**src/rtl/mips_ctrl_pkg.sv**
```systemverilog
// Shared encodings for the multi-cycle MIPS controller: FSM states,
// opcode/func fields, mux-select codes and the decoded instruction class.
package mips_ctrl_pkg;

  localparam int unsigned OP_W    = 6;
  localparam int unsigned FUNC_W  = 6;
  localparam int unsigned STATE_W = 4;
  localparam int unsigned ALUOP_W = 3;
  localparam int unsigned NPCOP_W = 3;
  localparam int unsigned SEL_W   = 2;

  typedef enum logic [STATE_W-1:0] {
    ST_FETCH  = 4'd0,
    ST_DECODE = 4'd1,
    ST_EXE    = 4'd2,
    ST_MEM_RD = 4'd3,
    ST_MEM_WR = 4'd4,
    ST_WB_ALU = 4'd5,
    ST_WB_MEM = 4'd6,
    ST_BRANCH = 4'd7,
    ST_JUMP   = 4'd8
  } state_e;

  localparam logic [OP_W-1:0] OP_SPECIAL = 6'b000000;
  localparam logic [OP_W-1:0] OP_ORI     = 6'b001101;
  localparam logic [OP_W-1:0] OP_LUI     = 6'b001111;
  localparam logic [OP_W-1:0] OP_LW      = 6'b100011;
  localparam logic [OP_W-1:0] OP_SW      = 6'b101011;
  localparam logic [OP_W-1:0] OP_BEQ     = 6'b000100;
  localparam logic [OP_W-1:0] OP_JAL     = 6'b000011;

  localparam logic [FUNC_W-1:0] FN_ADDU = 6'b100001;
  localparam logic [FUNC_W-1:0] FN_SUBU = 6'b100011;
  localparam logic [FUNC_W-1:0] FN_JR   = 6'b001000;
  localparam logic [FUNC_W-1:0] FN_NOP  = 6'b000000;

  localparam logic [ALUOP_W-1:0] ALU_ADD = 3'd0;
  localparam logic [ALUOP_W-1:0] ALU_SUB = 3'd1;
  localparam logic [ALUOP_W-1:0] ALU_OR  = 3'd2;
  localparam logic [ALUOP_W-1:0] ALU_LUI = 3'd3;

  localparam logic [NPCOP_W-1:0] NPC_PC4 = 3'd0;
  localparam logic [NPCOP_W-1:0] NPC_BEQ = 3'd1;
  localparam logic [NPCOP_W-1:0] NPC_JAL = 3'd2;
  localparam logic [NPCOP_W-1:0] NPC_JR  = 3'd3;

  localparam logic [SEL_W-1:0] WD_ALU = 2'd0;
  localparam logic [SEL_W-1:0] WD_DM  = 2'd1;
  localparam logic [SEL_W-1:0] WD_PC4 = 2'd2;

  localparam logic [SEL_W-1:0] A3_RT = 2'd0;
  localparam logic [SEL_W-1:0] A3_RD = 2'd1;
  localparam logic [SEL_W-1:0] A3_RA = 2'd2;

  // One-hot instruction class; exactly one bit set for any op/func.
  typedef struct packed {
    logic addu;
    logic subu;
    logic jr;
    logic nop;
    logic ori;
    logic lui;
    logic lw;
    logic sw;
    logic beq;
    logic jal;
    logic illegal;
  } insn_class_t;

endpackage

```
**src/rtl/insn_decode.sv**
```systemverilog
// Combinational instruction classifier: IR op/func -> one-hot class.
// Ports: op_i/func_i from IR, cls_c_o one-hot class (combinational).
module insn_decode
  import mips_ctrl_pkg::*;
(
  input  logic [OP_W-1:0]   op_i,
  input  logic [FUNC_W-1:0] func_i,
  output insn_class_t       cls_c_o
);

  always_comb begin
    cls_c_o = '0;
    if (op_i == OP_SPECIAL) begin
      case (func_i)
        FN_ADDU: cls_c_o.addu    = 1'b1;
        FN_SUBU: cls_c_o.subu    = 1'b1;
        FN_JR:   cls_c_o.jr      = 1'b1;
        FN_NOP:  cls_c_o.nop     = 1'b1;
        default: cls_c_o.illegal = 1'b1;
      endcase
    end else begin
      case (op_i)
        OP_ORI:  cls_c_o.ori     = 1'b1;
        OP_LUI:  cls_c_o.lui     = 1'b1;
        OP_LW:   cls_c_o.lw      = 1'b1;
        OP_SW:   cls_c_o.sw      = 1'b1;
        OP_BEQ:  cls_c_o.beq     = 1'b1;
        OP_JAL:  cls_c_o.jal     = 1'b1;
        default: cls_c_o.illegal = 1'b1;
      endcase
    end
  end

endmodule

```
**src/rtl/multicycle_ctrl.sv**
```systemverilog
// Multi-cycle MIPS sequencing controller. Steps FETCH/DECODE/EXE/MEM/WB
// states, drives datapath write enables and mux selects (combinational from
// state, op, func, zero), waits on dm_ready in MEM states and counts retired
// instructions.
// Ports: clk/reset (sync, active-high); op/func from IR; zero from ALU;
// dm_ready DM handshake; PCWr/IRWr/RFWr/DMWr/dm_req enables; EXTOp, ALUBSel,
// ALUOp, RFWDSel, RFA3Sel, NPCOp selects; state (debug); instr_done pulse;
// instr_cnt retired count.
module multicycle_ctrl
  import mips_ctrl_pkg::*;
#(
  parameter int unsigned CNT_W = 32
) (
  input  logic               clk,
  input  logic               reset,
  input  logic [OP_W-1:0]    op,
  input  logic [FUNC_W-1:0]  func,
  input  logic               zero,
  input  logic               dm_ready,
  output logic               PCWr,
  output logic               IRWr,
  output logic               RFWr,
  output logic               DMWr,
  output logic               dm_req,
  output logic               EXTOp,
  output logic               ALUBSel,
  output logic [ALUOP_W-1:0] ALUOp,
  output logic [SEL_W-1:0]   RFWDSel,
  output logic [SEL_W-1:0]   RFA3Sel,
  output logic [NPCOP_W-1:0] NPCOp,
  output logic [STATE_W-1:0] state,
  output logic               instr_done,
  output logic [CNT_W-1:0]   instr_cnt
);

  state_e           state_q, state_d;
  insn_class_t      cls_c;
  logic [CNT_W-1:0] instr_cnt_q;

  logic               pc_wr_c, ir_wr_c, rf_wr_c, dm_wr_c, dm_req_c, done_c;
  logic               ext_op_c, alub_sel_c;
  logic [ALUOP_W-1:0] alu_op_c;
  logic [SEL_W-1:0]   rfwd_sel_c, rfa3_sel_c;
  logic [NPCOP_W-1:0] npc_op_c;

  logic               exe_ext_op_c, exe_alub_sel_c;
  logic [ALUOP_W-1:0] exe_alu_op_c;

  insn_decode u_decode (
    .op_i    (op),
    .func_i  (func),
    .cls_c_o (cls_c)
  );

  // ALU selects set up in EXE and held through the MEM/WB_ALU cycles.
  always_comb begin
    exe_alu_op_c   = ALU_ADD;
    exe_alub_sel_c = 1'b0;
    exe_ext_op_c   = 1'b0;
    if (cls_c.subu) begin
      exe_alu_op_c = ALU_SUB;
    end else if (cls_c.ori) begin
      exe_alu_op_c   = ALU_OR;
      exe_alub_sel_c = 1'b1;
    end else if (cls_c.lui) begin
      exe_alu_op_c   = ALU_LUI;
      exe_alub_sel_c = 1'b1;
    end else if (cls_c.lw || cls_c.sw) begin
      exe_alub_sel_c = 1'b1;
      exe_ext_op_c   = 1'b1;
    end
  end

  // Next-state and per-state outputs.
  always_comb begin
    state_d    = state_q;
    pc_wr_c    = 1'b0;
    ir_wr_c    = 1'b0;
    rf_wr_c    = 1'b0;
    dm_wr_c    = 1'b0;
    dm_req_c   = 1'b0;
    done_c     = 1'b0;
    ext_op_c   = 1'b0;
    alub_sel_c = 1'b0;
    alu_op_c   = ALU_ADD;
    rfwd_sel_c = WD_ALU;
    rfa3_sel_c = A3_RT;
    npc_op_c   = NPC_PC4;
    case (state_q)
      ST_FETCH: begin
        ir_wr_c  = 1'b1;
        pc_wr_c  = 1'b1;
        npc_op_c = NPC_PC4;
        state_d  = ST_DECODE;
      end
      ST_DECODE: begin
        state_d = ST_FETCH;
        if (cls_c.addu || cls_c.subu || cls_c.ori || cls_c.lui ||
            cls_c.lw || cls_c.sw) begin
          state_d = ST_EXE;
        end else if (cls_c.beq) begin
          state_d = ST_BRANCH;
        end else if (cls_c.jal || cls_c.jr) begin
          state_d = ST_JUMP;
        end else if (cls_c.nop || cls_c.illegal) begin
          done_c = 1'b1;
        end
      end
      ST_EXE: begin
        alu_op_c   = exe_alu_op_c;
        alub_sel_c = exe_alub_sel_c;
        ext_op_c   = exe_ext_op_c;
        if (cls_c.lw) begin
          state_d = ST_MEM_RD;
        end else if (cls_c.sw) begin
          state_d = ST_MEM_WR;
        end else begin
          state_d = ST_WB_ALU;
        end
      end
      ST_MEM_RD: begin
        alu_op_c   = exe_alu_op_c;
        alub_sel_c = exe_alub_sel_c;
        ext_op_c   = exe_ext_op_c;
        dm_req_c   = 1'b1;
        if (dm_ready) state_d = ST_WB_MEM;
      end
      ST_MEM_WR: begin
        alu_op_c   = exe_alu_op_c;
        alub_sel_c = exe_alub_sel_c;
        ext_op_c   = exe_ext_op_c;
        dm_req_c   = 1'b1;
        dm_wr_c    = 1'b1;
        if (dm_ready) begin
          done_c  = 1'b1;
          state_d = ST_FETCH;
        end
      end
      ST_WB_ALU: begin
        alu_op_c   = exe_alu_op_c;
        alub_sel_c = exe_alub_sel_c;
        ext_op_c   = exe_ext_op_c;
        rf_wr_c    = 1'b1;
        rfwd_sel_c = WD_ALU;
        rfa3_sel_c = (cls_c.addu || cls_c.subu) ? A3_RD : A3_RT;
        done_c     = 1'b1;
        state_d    = ST_FETCH;
      end
      ST_WB_MEM: begin
        rf_wr_c    = 1'b1;
        rfwd_sel_c = WD_DM;
        rfa3_sel_c = A3_RT;
        done_c     = 1'b1;
        state_d    = ST_FETCH;
      end
      ST_BRANCH: begin
        alu_op_c = ALU_SUB;
        npc_op_c = NPC_BEQ;
        pc_wr_c  = zero;
        done_c   = 1'b1;
        state_d  = ST_FETCH;
      end
      ST_JUMP: begin
        if (cls_c.jal) begin
          npc_op_c   = NPC_JAL;
          pc_wr_c    = 1'b1;
          rf_wr_c    = 1'b1;
          rfa3_sel_c = A3_RA;
          rfwd_sel_c = WD_PC4;
        end else if (cls_c.jr) begin
          npc_op_c   = NPC_JR;
          pc_wr_c    = 1'b1;
          alu_op_c   = ALU_ADD;
          alub_sel_c = 1'b0;
        end
        done_c  = 1'b1;
        state_d = ST_FETCH;
      end
      default: state_d = ST_FETCH;
    endcase
  end

  // State and retired-instruction counter; reset aborts without counting.
  always_ff @(posedge clk) begin
    if (reset) begin
      state_q     <= ST_FETCH;
      instr_cnt_q <= '0;
    end else begin
      state_q <= state_d;
      if (done_c) instr_cnt_q <= instr_cnt_q + CNT_W'(1);
    end
  end

  // Write enables and the done pulse are suppressed during reset.
  assign PCWr       = pc_wr_c  & ~reset;
  assign IRWr       = ir_wr_c  & ~reset;
  assign RFWr       = rf_wr_c  & ~reset;
  assign DMWr       = dm_wr_c  & ~reset;
  assign dm_req     = dm_req_c & ~reset;
  assign instr_done = done_c   & ~reset;
  assign EXTOp      = ext_op_c;
  assign ALUBSel    = alub_sel_c;
  assign ALUOp      = alu_op_c;
  assign RFWDSel    = rfwd_sel_c;
  assign RFA3Sel    = rfa3_sel_c;
  assign NPCOp      = npc_op_c;
  assign state      = state_q;
  assign instr_cnt  = instr_cnt_q;

endmodule
```
**config.mk**
```make
export PLATFORM = sky130hd
export DESIGN_NAME = multicycle_ctrl
export DESIGN_NICKNAME = d
export VERILOG_FILES = /design/src/rtl/mips_ctrl_pkg.sv /design/src/rtl/insn_decode.sv /design/src/rtl/multicycle_ctrl.sv
export SDC_FILE = /design/constraint.sdc
export NUM_CORES = 1
export LEC_CHECK = 0
export BUFFER_PORTS_ARGS = -buffer_cell sky130_fd_sc_hd__buf_2
export CELL_PAD_IN_SITES_DETAIL_PLACEMENT = 0
export CELL_PAD_IN_SITES_GLOBAL_PLACEMENT = 1
export CORE_AREA = 5 5 86 88
export DETAILED_ROUTE_END_ITERATION = 16
export DIE_AREA = 0 0 91 93
export PLACE_DENSITY = 0.89
export SLEW_MARGIN = 20
export SYNTH_ARGS = -nofsm -noshare
export SYNTH_HDL_FRONTEND = slang
export SYNTH_SLANG_ARGS = --single-unit
```
**constraint.sdc**
```tcl
create_clock -name clk -period 2.9 [get_ports clk]
set_input_delay 0.29 -clock clk [delete_from_list [all_inputs] [get_ports clk]]
set_output_delay 0.29 -clock clk [all_outputs]
set_load 0.01 [all_outputs]
```
---- Yosys cells after proc, flatten, opt, wreduce, memory -nomap -nowiden ----
Index checks and enable logic that the tools add are counted.
storage, ports and cells
  register bits ........................... 36
  input port bits ......................... 16
  word-level logic and storage cells ...... 104
cells by class
  $add $sub $neg .......................... 1
  equality and inequality tests ........... 19
  mux-type cells .......................... 57
  bitwise gates (word level) .............. 7
  reductions and logical operators ........ 18
operator list
  operator                                              number
  two-way mux 1 bit                                     35
  adder 32 x 1 -> 32 bit (second input constant)        1
  equality test 6 bit (second input constant)           4
  two-way mux 4 bit                                     6
  case mux 4 bit (5 select lines)                       1
  equality test 6 x 4 -> 1 bit (second input constant)  3
  equality test 4 x 3 -> 1 bit (second input constant)  4
  logical NOT 6 bit                                     2
  two-way mux 2 bit                                     6
  case mux 2 bit (2 select lines)                       3
  OR reduction 4 bit                                    3
  equality test 4 x 2 -> 1 bit (second input constant)  2
  logical OR 1 bit                                      8
  bitwise AND 1 bit                                     6
  equality test 6 x 2 -> 1 bit (second input constant)  1
  equality test 6 x 3 -> 1 bit (second input constant)  1
  two-way mux 6 bit                                     1
  case mux 1 bit (3 select lines)                       2
  case mux 3 bit (2 select lines)                       1
  OR reduction 6 bit                                    1
  equality test 4 x 1 -> 1 bit (second input constant)  1
  equality test 4 bit (second input constant)           1
  logical NOT 4 bit                                     1
  inequality test 2 bit (second input constant)         2
  5 further kinds                                       6

---- Longest topological paths before layout ----
Gate-level depths: netlist of run 1.
  word-level depth ........................ 11
  gate-level depth with buffers ........... 9

---- Modules after synthesis ----
Synthesis of run 1 repeated with hierarchy kept, for this count alone.
unflattened totals
  cell total of the unflattened synthesis .. 295
  area total of the unflattened synthesis .. 2255.9 um^2
by module, submodules not included
  module           times used  cells each  area an instance (um^2)
  multicycle_ctrl  1           266         2062.0
  insn_decode      1           29          193.9

---- Worst setup path before layout of run 1 ----
Ideal clock, no wire load.
  path type ............................... register -> register
  start ................................... register state_q[3] (netlist: state[3])
  end ..................................... register instr_cnt_q[25] (netlist: instr_cnt[25])
  setup time .............................. 70 ps
  arrival time ............................ 2074 ps
  required time ........................... 2830 ps
  path slack .............................. 755 ps
  cell stages (with the launch flop) ...... 9
  buffers on the path ..................... 2
  cell sequence ........................... dfxtp_1 -> buf_6 -> or4b_4 -> o21ai_4 -> and3_4 -> a21oi_2 -> buf_6 -> or4_1 -> a21oi_1
on the way
  word-level cells in the longest chain between the ends .. 3
  elaborated cells on any way between the ends .. 8
  those cells by class .................... 6 x eq/ne; 1 x mux; 1 x reduce/logical
RTL lines
  item                                                                 line                    source
  start: declaration                                                   multicycle_ctrl.sv:36   state_e state_q, state_d;
  start signal: assignment                                             multicycle_ctrl.sv:189  state_q <= state_d;
  equality test 4 bit or equality test 4 x 3 -> 1 bit (tied branches)  multicycle_ctrl.sv:89   case (state_q)
  OR reduction 4 bit (no line)                                         n/a
  case mux 1 bit (3 select lines) (*)                                  multicycle_ctrl.sv:89
  end signal: assignment                                               multicycle_ctrl.sv:190  if (done_c) instr_cnt_q <= instr_cnt_q + CNT_W'(1);
  end: declaration                                                     multicycle_ctrl.sv:38   logic [CNT_W-1:0] instr_cnt_q;
Mark *: on every way between the ends. The rest lies on a longest branch, timed or not.
A chain may end at the register's enable or synchronous reset.

---- Worst setup path in the final report of run 1 ----
  start ................................... register state_q[0] (netlist: state[0])
  end ..................................... register instr_cnt_q[27] (netlist: instr_cnt[27])
Same word-level chain as after synthesis.

==> impl_metrics.tcl, run 1 <==
set metrics [dict create \
    synthFlopType "dfxtp_1" \
    clk_latency_ns 0.29 \
    hold_viol 0 \
    synth_compound_area_frac 0.256 \
    skew_ns 0.00825 \
    synth_top_family_by_area "simple AND/OR/NAND/NOR gates" \
    portBuffers 67 \
    synthArstFlopShare 0 \
    status "complete, no violations" \
    antenna_found_initial 0 \
    drt_pass1_iterations 4 \
    wl_per_cell_um 14.2 \
    place_hpwl_mm 4.79 \
    crit_slowest_cell "dfxtp_1" \
    rsz0062_at_grt "no" \
    synthSimpleGateAreaFrac 0.341 \
    post_cts_buffers 0 \
    final_cells 444 \
    final_max_slew_viol_count 0 \
    clkTransAtPathRegs_ns 0.07 \
    min_path_type "in2reg" \
    synthXorXnorAreaFrac 0.00757 \
    clock_path_buffers 2 \
    worstPathRequired_ns 3.13 \
    cp-end-kind "register" \
    crit_arrival_ns 2.65 \
    synth_top_area_share 0.312 \
    path_max_fanout 22 \
    grt_pass1_vias 2144 \
    drtIter0Drc 108 \
    vias 2473 \
    synth_edf_count 0 \
    timing.final.ws_setup_ns 0.481 \
    netlist_area_um2 2310 \
    fp-row-count 30 \
    core-area_um2 6570 \
    finalCritPeriodShare 0.834 \
    gp_congestion 0.841 \
    die_h_um 93 \
    setup_violations 0 \
    critical_path.cell_chain "nand2b_1 -> nor3_2 -> and4_1 -> a21oi_2 -> buf_4 -> or4_1 -> a21oi_1" \
    synthTopCellsByCount "36 x a21oi_1, 36 x dfxtp_1, 23 x nand2_1" \
    die_w_um 91 \
    grt_util_all_layers 0.145 \
    ir_drop_v 0.000150 \
    cts_root_buf "clkbuf_8" \
    ctsResizeCount 0 \
    dp_cells 437 \
    hold_buffers 0 \
    grt_max_degree 32 \
    holdWs_ns 0.318 \
    cts_inserted_buffers 5 \
    cts.htree.levels 2 \
    ant_nets 0 \
    cts_tree "done" \
    nNetsFinal 381 \
    synth_mux_area_frac 0.00919 \
    max_freq_mhz 413 \
    path_class "reg2reg" \
    n_antenna_cell 0 \
    fin_total_pwr_mw 0.959 \
    syn_inst 300 \
    tightest_slew_ns 0.571 \
    yosys_warnings 0 \
    overflow 0 \
    synthAdderAreaFrac 0.00541 \
    p_per_area_nw_per_um2 344 \
    yosys-top-cells-area "dfxtp_1 31%, a21oi_1 7.8%, nand2_1 3.7%" \
    die-area_um2 8460 \
    cap_violations 0 \
    critPathLaunchType "register" \
    p_leak_nw 1.11 \
    synth_seq_cells 36 \
    routed_wl_mm 6.32 \
    grt_pass1_wl_mm 10.1 \
    path_delay_family "simple AND/OR/NAND/NOR gates" \
    remaining_drc_errors 0 \
    layout_min_cycle_time_ns 2.42 \
    area_growth_pct 20.4 \
    synth_area_leader_cell "dfxtp_1" \
    synth_cell_types 54 \
    tns_ns 0 \
    ios 70 \
    slowest_delay_ns 0.61 \
    vias_per_cell 5.57 \
    slew_headroom 0.619 \
    layout-drive-gt1-share 0.261 \
    avgSynthCellArea_um2 7.71 \
    cts_sinks 36 \
    dpl_worst_slack_ns 0.505 \
    worst-path-buf-inv 1 \
    initial_utilization 0.352 \
    yosysSeqAreaShare 0.312 \
]
==> placed cells by master, fill, tap and decap left out, types with 3 or more instances in the layout <==
| cell | synthesis | layout |
|---|---|---|
| o21ai_0 | 15 | 15 |
| nor2_1 | 22 | 22 |
| or3_1 | 12 | 12 |
| clkbuf_8 | 0 | 5 |
| nand4_1 | 9 | 9 |
| nand3_1 | 10 | 10 |
| a41o_1 | 5 | 5 |
| a21oi_1 | 36 | 36 |
| or4_1 | 9 | 9 |
| nand2b_1 | 6 | 6 |
| inv_1 | 16 | 16 |
| nor3_1 | 9 | 9 |
| o2111ai_1 | 5 | 5 |
| o31ai_1 | 11 | 11 |
| and3_1 | 8 | 8 |
| dfxtp_1 | 36 | 36 |
| buf_4 | 2 | 7 |
| nand2_1 | 23 | 23 |
| and4_1 | 6 | 6 |
| buf_2 | 5 | 67 |
| a21o_1 | 3 | 3 |
==> worst register-to-register path, cell delays in order (launching register included) <==
cell	delay [ns]
dfxtp_1	0.61
nand2b_1	0.22
nor3_2	0.32
and4_1	0.30
a21oi_2	0.07
buf_4	0.19
or4_1	0.51
a21oi_1	0.15
==> stage by stage <==
stage	instance area [um^2]	util
finish	2790	0.424
global route	2790	0.424
CTS	2790	0.424
detailed placement	2710	0.412
global placement	2710	0.412
floorplan	2320	-
==> worst paths after layout <==
kind | start | to | slack (ns) | depth (start not counted)
max | state[0] | instr_cnt[27] | 0.48 | 7
min | reset | instr_cnt[4] | 0.32 | 2
max reg2reg | state[0] | instr_cnt[27] | 0.48 | 7
min reg2reg | instr_cnt[31] | instr_cnt[31] | 0.49 | 2
==> kinds of logic after synthesis <==
group / count (synthesis)
simple gates: 135
xor+xnor: 2
compound gates: 89
buf+inv: 34
flops: 36
fa+ha+maj: 1
other cells: 1
mux: 2
==> power breakdown <==
group	leakage, nW	internal [mW]	switching [mW]
registers	0.290	0.499	0.0105
logic	0.776	0.0426	0.0677
clock network	0.0410	0.163	0.175
==> layout make-up <==
class                   count  area (um^2)
flip-flops and latches     36          721
repair buffers             74          388
fillers                   675         3780
inverters                  16         60.1
well taps                  80          100
clock buffers               6         72.6
clock inverters             1         5.00
multi-input cells         231         1440
==> routing by layer <==
metal | wire [um] | GRT usage | part of all wire | up-vias
met5 | 0 | 0 | 0 | -
met4 | 101 | 0.0513 | 0.016 | 0
met3 | 349 | 0.0426 | 0.055 | 9
met2 | 3050 | 0.234 | 0.48 | 53
met1 | 2820 | 0.183 | 0.45 | 1161
li1 | - | - | - | 1250
==> sequential cells by signal, indices dropped and copies added, names as in the netlist <==
signal,flops
instr_cnt,32
state,4
Note: power is estimated with default switching activity, not from simulation.
==> run 2: changes to the inputs <==
- clock period: 2.9 -> 2.5 ns (I/O delays scaled with it)
==> impl_metrics.tcl, run 2 (same netlist as run 1, synthesis figures left out) <==
set metrics [dict create \
    hold_buffers 0 \
    crit_slowest_cell "o31ai_1" \
    grt_pass1_vias 2375 \
    post_cts_buffers 0 \
    initial_utilization 0.352 \
    slew_headroom 0.655 \
    path_max_fanout 18 \
    min_path_type "in2reg" \
    die_h_um 93 \
    seq_area_um2 721 \
    drt_pass1_iterations 4 \
    p_per_area_nw_per_um2 406 \
    intPower_mw 0.827 \
    ios 70 \
    drtIter0Drc 103 \
    placement.cell_area_um2 2740 \
    combPwrFrac 0.120 \
    fill_cells 674 \
    area_growth_pct 22.2 \
    path_class "reg2out" \
    largest_reg_flops 32 \
    critPathLaunchType "register" \
    layout_min_cycle_time_ns 2.27 \
    min_path_cells 3 \
    cts_root_buf "clkbuf_8" \
    portBuffers 67 \
    die-area_um2 8460 \
    vias 2498 \
    antenna_found_initial 0 \
    grt_use_met3 0.0274 \
    worst-r2r-cell-count 6 \
    remaining_drc_errors 0 \
    gp_congestion 0.821 \
    multi_input_area_um2 1440 \
    cts_inserted_buffers 5 \
    clock_path_buffers 2 \
    layout-drive-gt1-share 0.274 \
    critical_path.cell_chain "buf_4 -> o31ai_1 -> o21ai_4 -> a31oi_4 -> nor2_1 -> buf_2" \
    top_usage_layer "met2" \
    finalCritPeriodShare 0.907 \
    fin_total_pwr_mw 1.15 \
    cp-end-kind "output pin" \
    crit_arrival_ns 2.02 \
    worstPathRequired_ns 2.25 \
    tns_ns 0 \
    grtUsageMet2 0.257 \
    grt_util_all_layers 0.153 \
    cap_violations 0 \
    ir_drop_v 0.000213 \
    core-area_um2 6570 \
    place_hpwl_mm 4.94 \
    clockPowerShare 0.369 \
    seq_power_share 0.511 \
    setup_violations 0 \
    skew_ns 0.00942 \
    final_max_slew_viol_count 0 \
    cts_sinks 36 \
    ctsResizeCount 0 \
    fp-row-count 30 \
    hold_viol 0 \
    max_freq_mhz 441 \
    rsz0062_at_grt "no" \
    final_cell_mix "67 x buf_2, 36 x a21oi_1, 36 x dfxtp_1" \
    grt_pass1_wl_mm 10.9 \
    grt_util_met1 0.192 \
    mostFrequentLayoutCell "buf_2" \
    switchingPower_mw 0.320 \
    power_switching_share 0.279 \
    n_antenna_cell 0 \
    grt_max_degree 24 \
    clk_latency_ns 0.30 \
    tightest_slew_ns 0.511 \
    wl_per_cell_um 14.5 \
    overflow 0 \
    routed_wl_mm 6.50 \
    final_cell_area_um2 2830 \
    status "complete, no violations" \
    vias_per_cell 5.56 \
    slowest_delay_ns 0.48 \
    cts_tree "done" \
    p_leak_nw 1.14 \
    clkTransAtPathRegs_ns 0.08 \
    die_w_um 91 \
    nNetsFinal 385 \
    cts.htree.levels 2 \
    ant_nets 0 \
]
[run 2: changes by cell type in the layout (fill, tap and decap cells not counted)]
cell,previous run,this run
buf_4,7,11
clkinv_4,0,1
clkbuf_1,1,0
clkinv_2,1,2
[run 2: path summary, 6_finish.rpt]
path | startpoint | endpoint | slack (ns)
worst min register to register | instr_cnt[31] | instr_cnt[31] | 0.49
worst max register to register | instr_cnt[19] | instr_cnt[30] | 0.27
worst max-delay path | state[1] | instr_done | 0.23
worst min-delay path | dm_ready | state[0] | 0.29
[run 2: routing by layer]
metal  share of wire  routed length, um
met1            0.46               3000
met2            0.48               3110
met3           0.039                252
met4           0.020                132
met5               0                  0
[run 2: per-stage QoR]
step / std cells / hold WS, ns / worst slack, ns / util
finish: 449 / 0.291 / 0.232 / 0.430
global route: 449 / 0.324 / 0.0506 / 0.430
detailed placement: 441 / 0.482 / 0.255 / 0.417
floorplan: 301 / 0.447 / 0.355 / -
CTS: 449 / 0.286 / 0.199 / 0.430
global placement: 441 / 0.472 / 0.262 / 0.417
[run 2: final cells by class]
cell class / instances / area share
Multi-Input combinational cell: 231 / 0.510
Timing Repair Buffer: 78 / 0.148
Clock inverter: 3 / 0.00664
Tap cell: 80 / 0.0354
Clock buffer: 5 / 0.0243
Sequential cell: 36 / 0.255
Inverter: 16 / 0.0212
[run 2: power by group through the flow]
stage / Sequential (mW) / Combinational [mW] / Clock, mW
2_1_floorplan: 0.602 / 0.0815 / 0
3_3_place_gp: 0.599 / 0.135 / 0
3_5_place_dp: 0.599 / 0.138 / 0
4_1_cts: 0.586 / 0.138 / 0.439
5_1_grt: 0.587 / 0.154 / 0.455
6_report: 0.586 / 0.137 / 0.424
[run 2: critical path: cells and delay by family, from the launching register on]
kind | cells | cell delay [ns]
buf+inv | 2 | 0.34
compound gates | 3 | 0.98
simple gates | 1 | 0.07
flops | 1 | 0.32
==> run 3: changes to the inputs <==
- CORE_AREA: 5 5 86 88 -> 5 5 90 92
- DIE_AREA: 0 0 91 93 -> 0 0 95 97
- PLACE_DENSITY: 0.89 -> 0.86
- clock period: 2.5 -> 1.9 ns (I/O delays scaled with it)
==> impl_metrics.tcl, run 3 (same netlist as run 1, synthesis figures left out) <==
set metrics [dict create \
    status "complete, but fails checks" \
    violations "setup timing" \
    path_delay_family "simple AND/OR/NAND/NOR gates" \
    p_per_area_nw_per_um2 458 \
    layout-drive-gt1-share 0.446 \
    fill_cells 704 \
    overflow 0 \
    area_growth_pct 51.5 \
    finalCritPeriodShare 1.07 \
    fp-row-count 31 \
    antenna_found_initial 0 \
    path_max_fanout 8 \
    path_class "reg2reg" \
    critical_path.cell_chain "or4b_4 -> o21ai_4 -> and3_4 -> a21oi_4 -> buf_12 -> or4_4 -> a21oi_2" \
    grt_max_degree 23 \
    slowest_delay_ns 0.55 \
    wl_per_cell_um 14.6 \
    min_path_type "in2reg" \
    crit_cells 7 \
    drt_pass1_iterations 4 \
    cts_inserted_buffers 5 \
    vias 2783 \
    place_hpwl_mm 5.52 \
    gp_congestion 0.831 \
    crit_arrival_ns 2.26 \
    grt_pass1_vias 2663 \
    cts_tree "done" \
    ant_nets 0 \
    cts_sinks 36 \
    routed_wl_mm 7.67 \
    portBuffers 67 \
    setup_violations 18 \
    min_path_cells 3 \
    layout_min_cycle_time_ns 2.03 \
    crit_slowest_cell "or4b_4" \
    worst-r2r-cell-count 7 \
    cap_violations 0 \
    remaining_drc_errors 0 \
    vias_per_cell 5.30 \
    clock_path_buffers 2 \
    cp-end-kind "register" \
    cts.htree.levels 2 \
    largest_reg_flops 32 \
    cts_root_buf "clkbuf_8" \
    fin_total_pwr_mw 1.61 \
    hold_buffers 0 \
    final_max_slew_viol_count 0 \
    timing.final.ws_setup_ns -0.131 \
    p_leak_nw 1.47 \
    grt_util_all_layers 0.163 \
    ir_drop_v 0.000392 \
    max_freq_mhz 492 \
    rsz0062_at_grt "yes" \
    n_antenna_cell 0 \
    worstPathRequired_ns 2.12 \
    die-area_um2 9220 \
    hold_viol 0 \
    die_h_um 97 \
    core-area_um2 7140 \
    final_cell_mix "67 x buf_2, 61 x buf_4, 32 x a21oi_1" \
    initial_utilization 0.324 \
    clk_latency_ns 0.28 \
    drtIter0Drc 165 \
    ios 70 \
    mostFrequentLayoutCell "buf_2" \
    tns_ns -1.34 \
    skew_ns 0.00913 \
    clkTransAtPathRegs_ns 0.07 \
    die_w_um 95 \
    critPathLaunchType "register" \
    nNetsFinal 442 \
    grt_pass1_wl_mm 12.5 \
    worst-path-buf-inv 1 \
]
[run 3: cell count changes in the layout (fill, tap and decap cells not counted), sizes merged]
cell	delta
clkinv	-3
clkbuf	+3
bufbuf	+1
buf	+56
[run 3: path summary, 6_finish.rpt]
kind	startpoint	endpoint	slack, ns
hold reg to reg	instr_cnt[9]	instr_cnt[9]	0.50
setup / recovery	state[0]	instr_cnt[25]	-0.13
hold / removal	reset	state[1]	0.26
setup reg to reg	state[0]	instr_cnt[25]	-0.13
[run 3: area by class of cell]
cell class                 instances  area (um^2)  area share
multi-input combinational        231         1580       0.451
sequential                        36          729       0.208
inverter                          16         60.1      0.0171
tap                               99          124      0.0353
timing repair buffer             135          920       0.262
clock buffer                       8         90.1      0.0257
[run 3: routing by layer]
metal	track usage	part of all wire
met5	0	0
met4	0.0411	0.0030
met1	0.202	0.43
met2	0.289	0.52
met3	0.0256	0.041
[run 3: tightest hold or removal path: stages]
cell and delay (ns):
buf_2 0.09, or3_1 0.17, a21oi_1 0.05
[run 3: timing repair]
action,CTS,global route
resized for setup,7,30
setup buffers,7,2
pin swaps,18,13
endpoints found under the setup margin,13,34
cloned,2,0
[run 3: where the power goes]
part	leakage, nW	switching (mW)	internal, mW
logic	1.14	0.141	0.132
clock network	0.0455	0.268	0.296
registers	0.294	0.00582	0.762
total	1.47	0.415	1.19
[run 3: stage by stage]
step	area, um^2	hold WS [ns]	setup slack [ns]	utilization	cells
floorplan	2330	0.380	-0.197	-	301
global placement	3150	0.469	-0.139	0.441	507
detailed placement	3150	0.490	-0.162	0.441	507
CTS	3390	0.261	-0.130	0.476	524
global route	3510	0.291	-0.210	0.491	525
finish	3510	0.262	-0.131	0.491	525
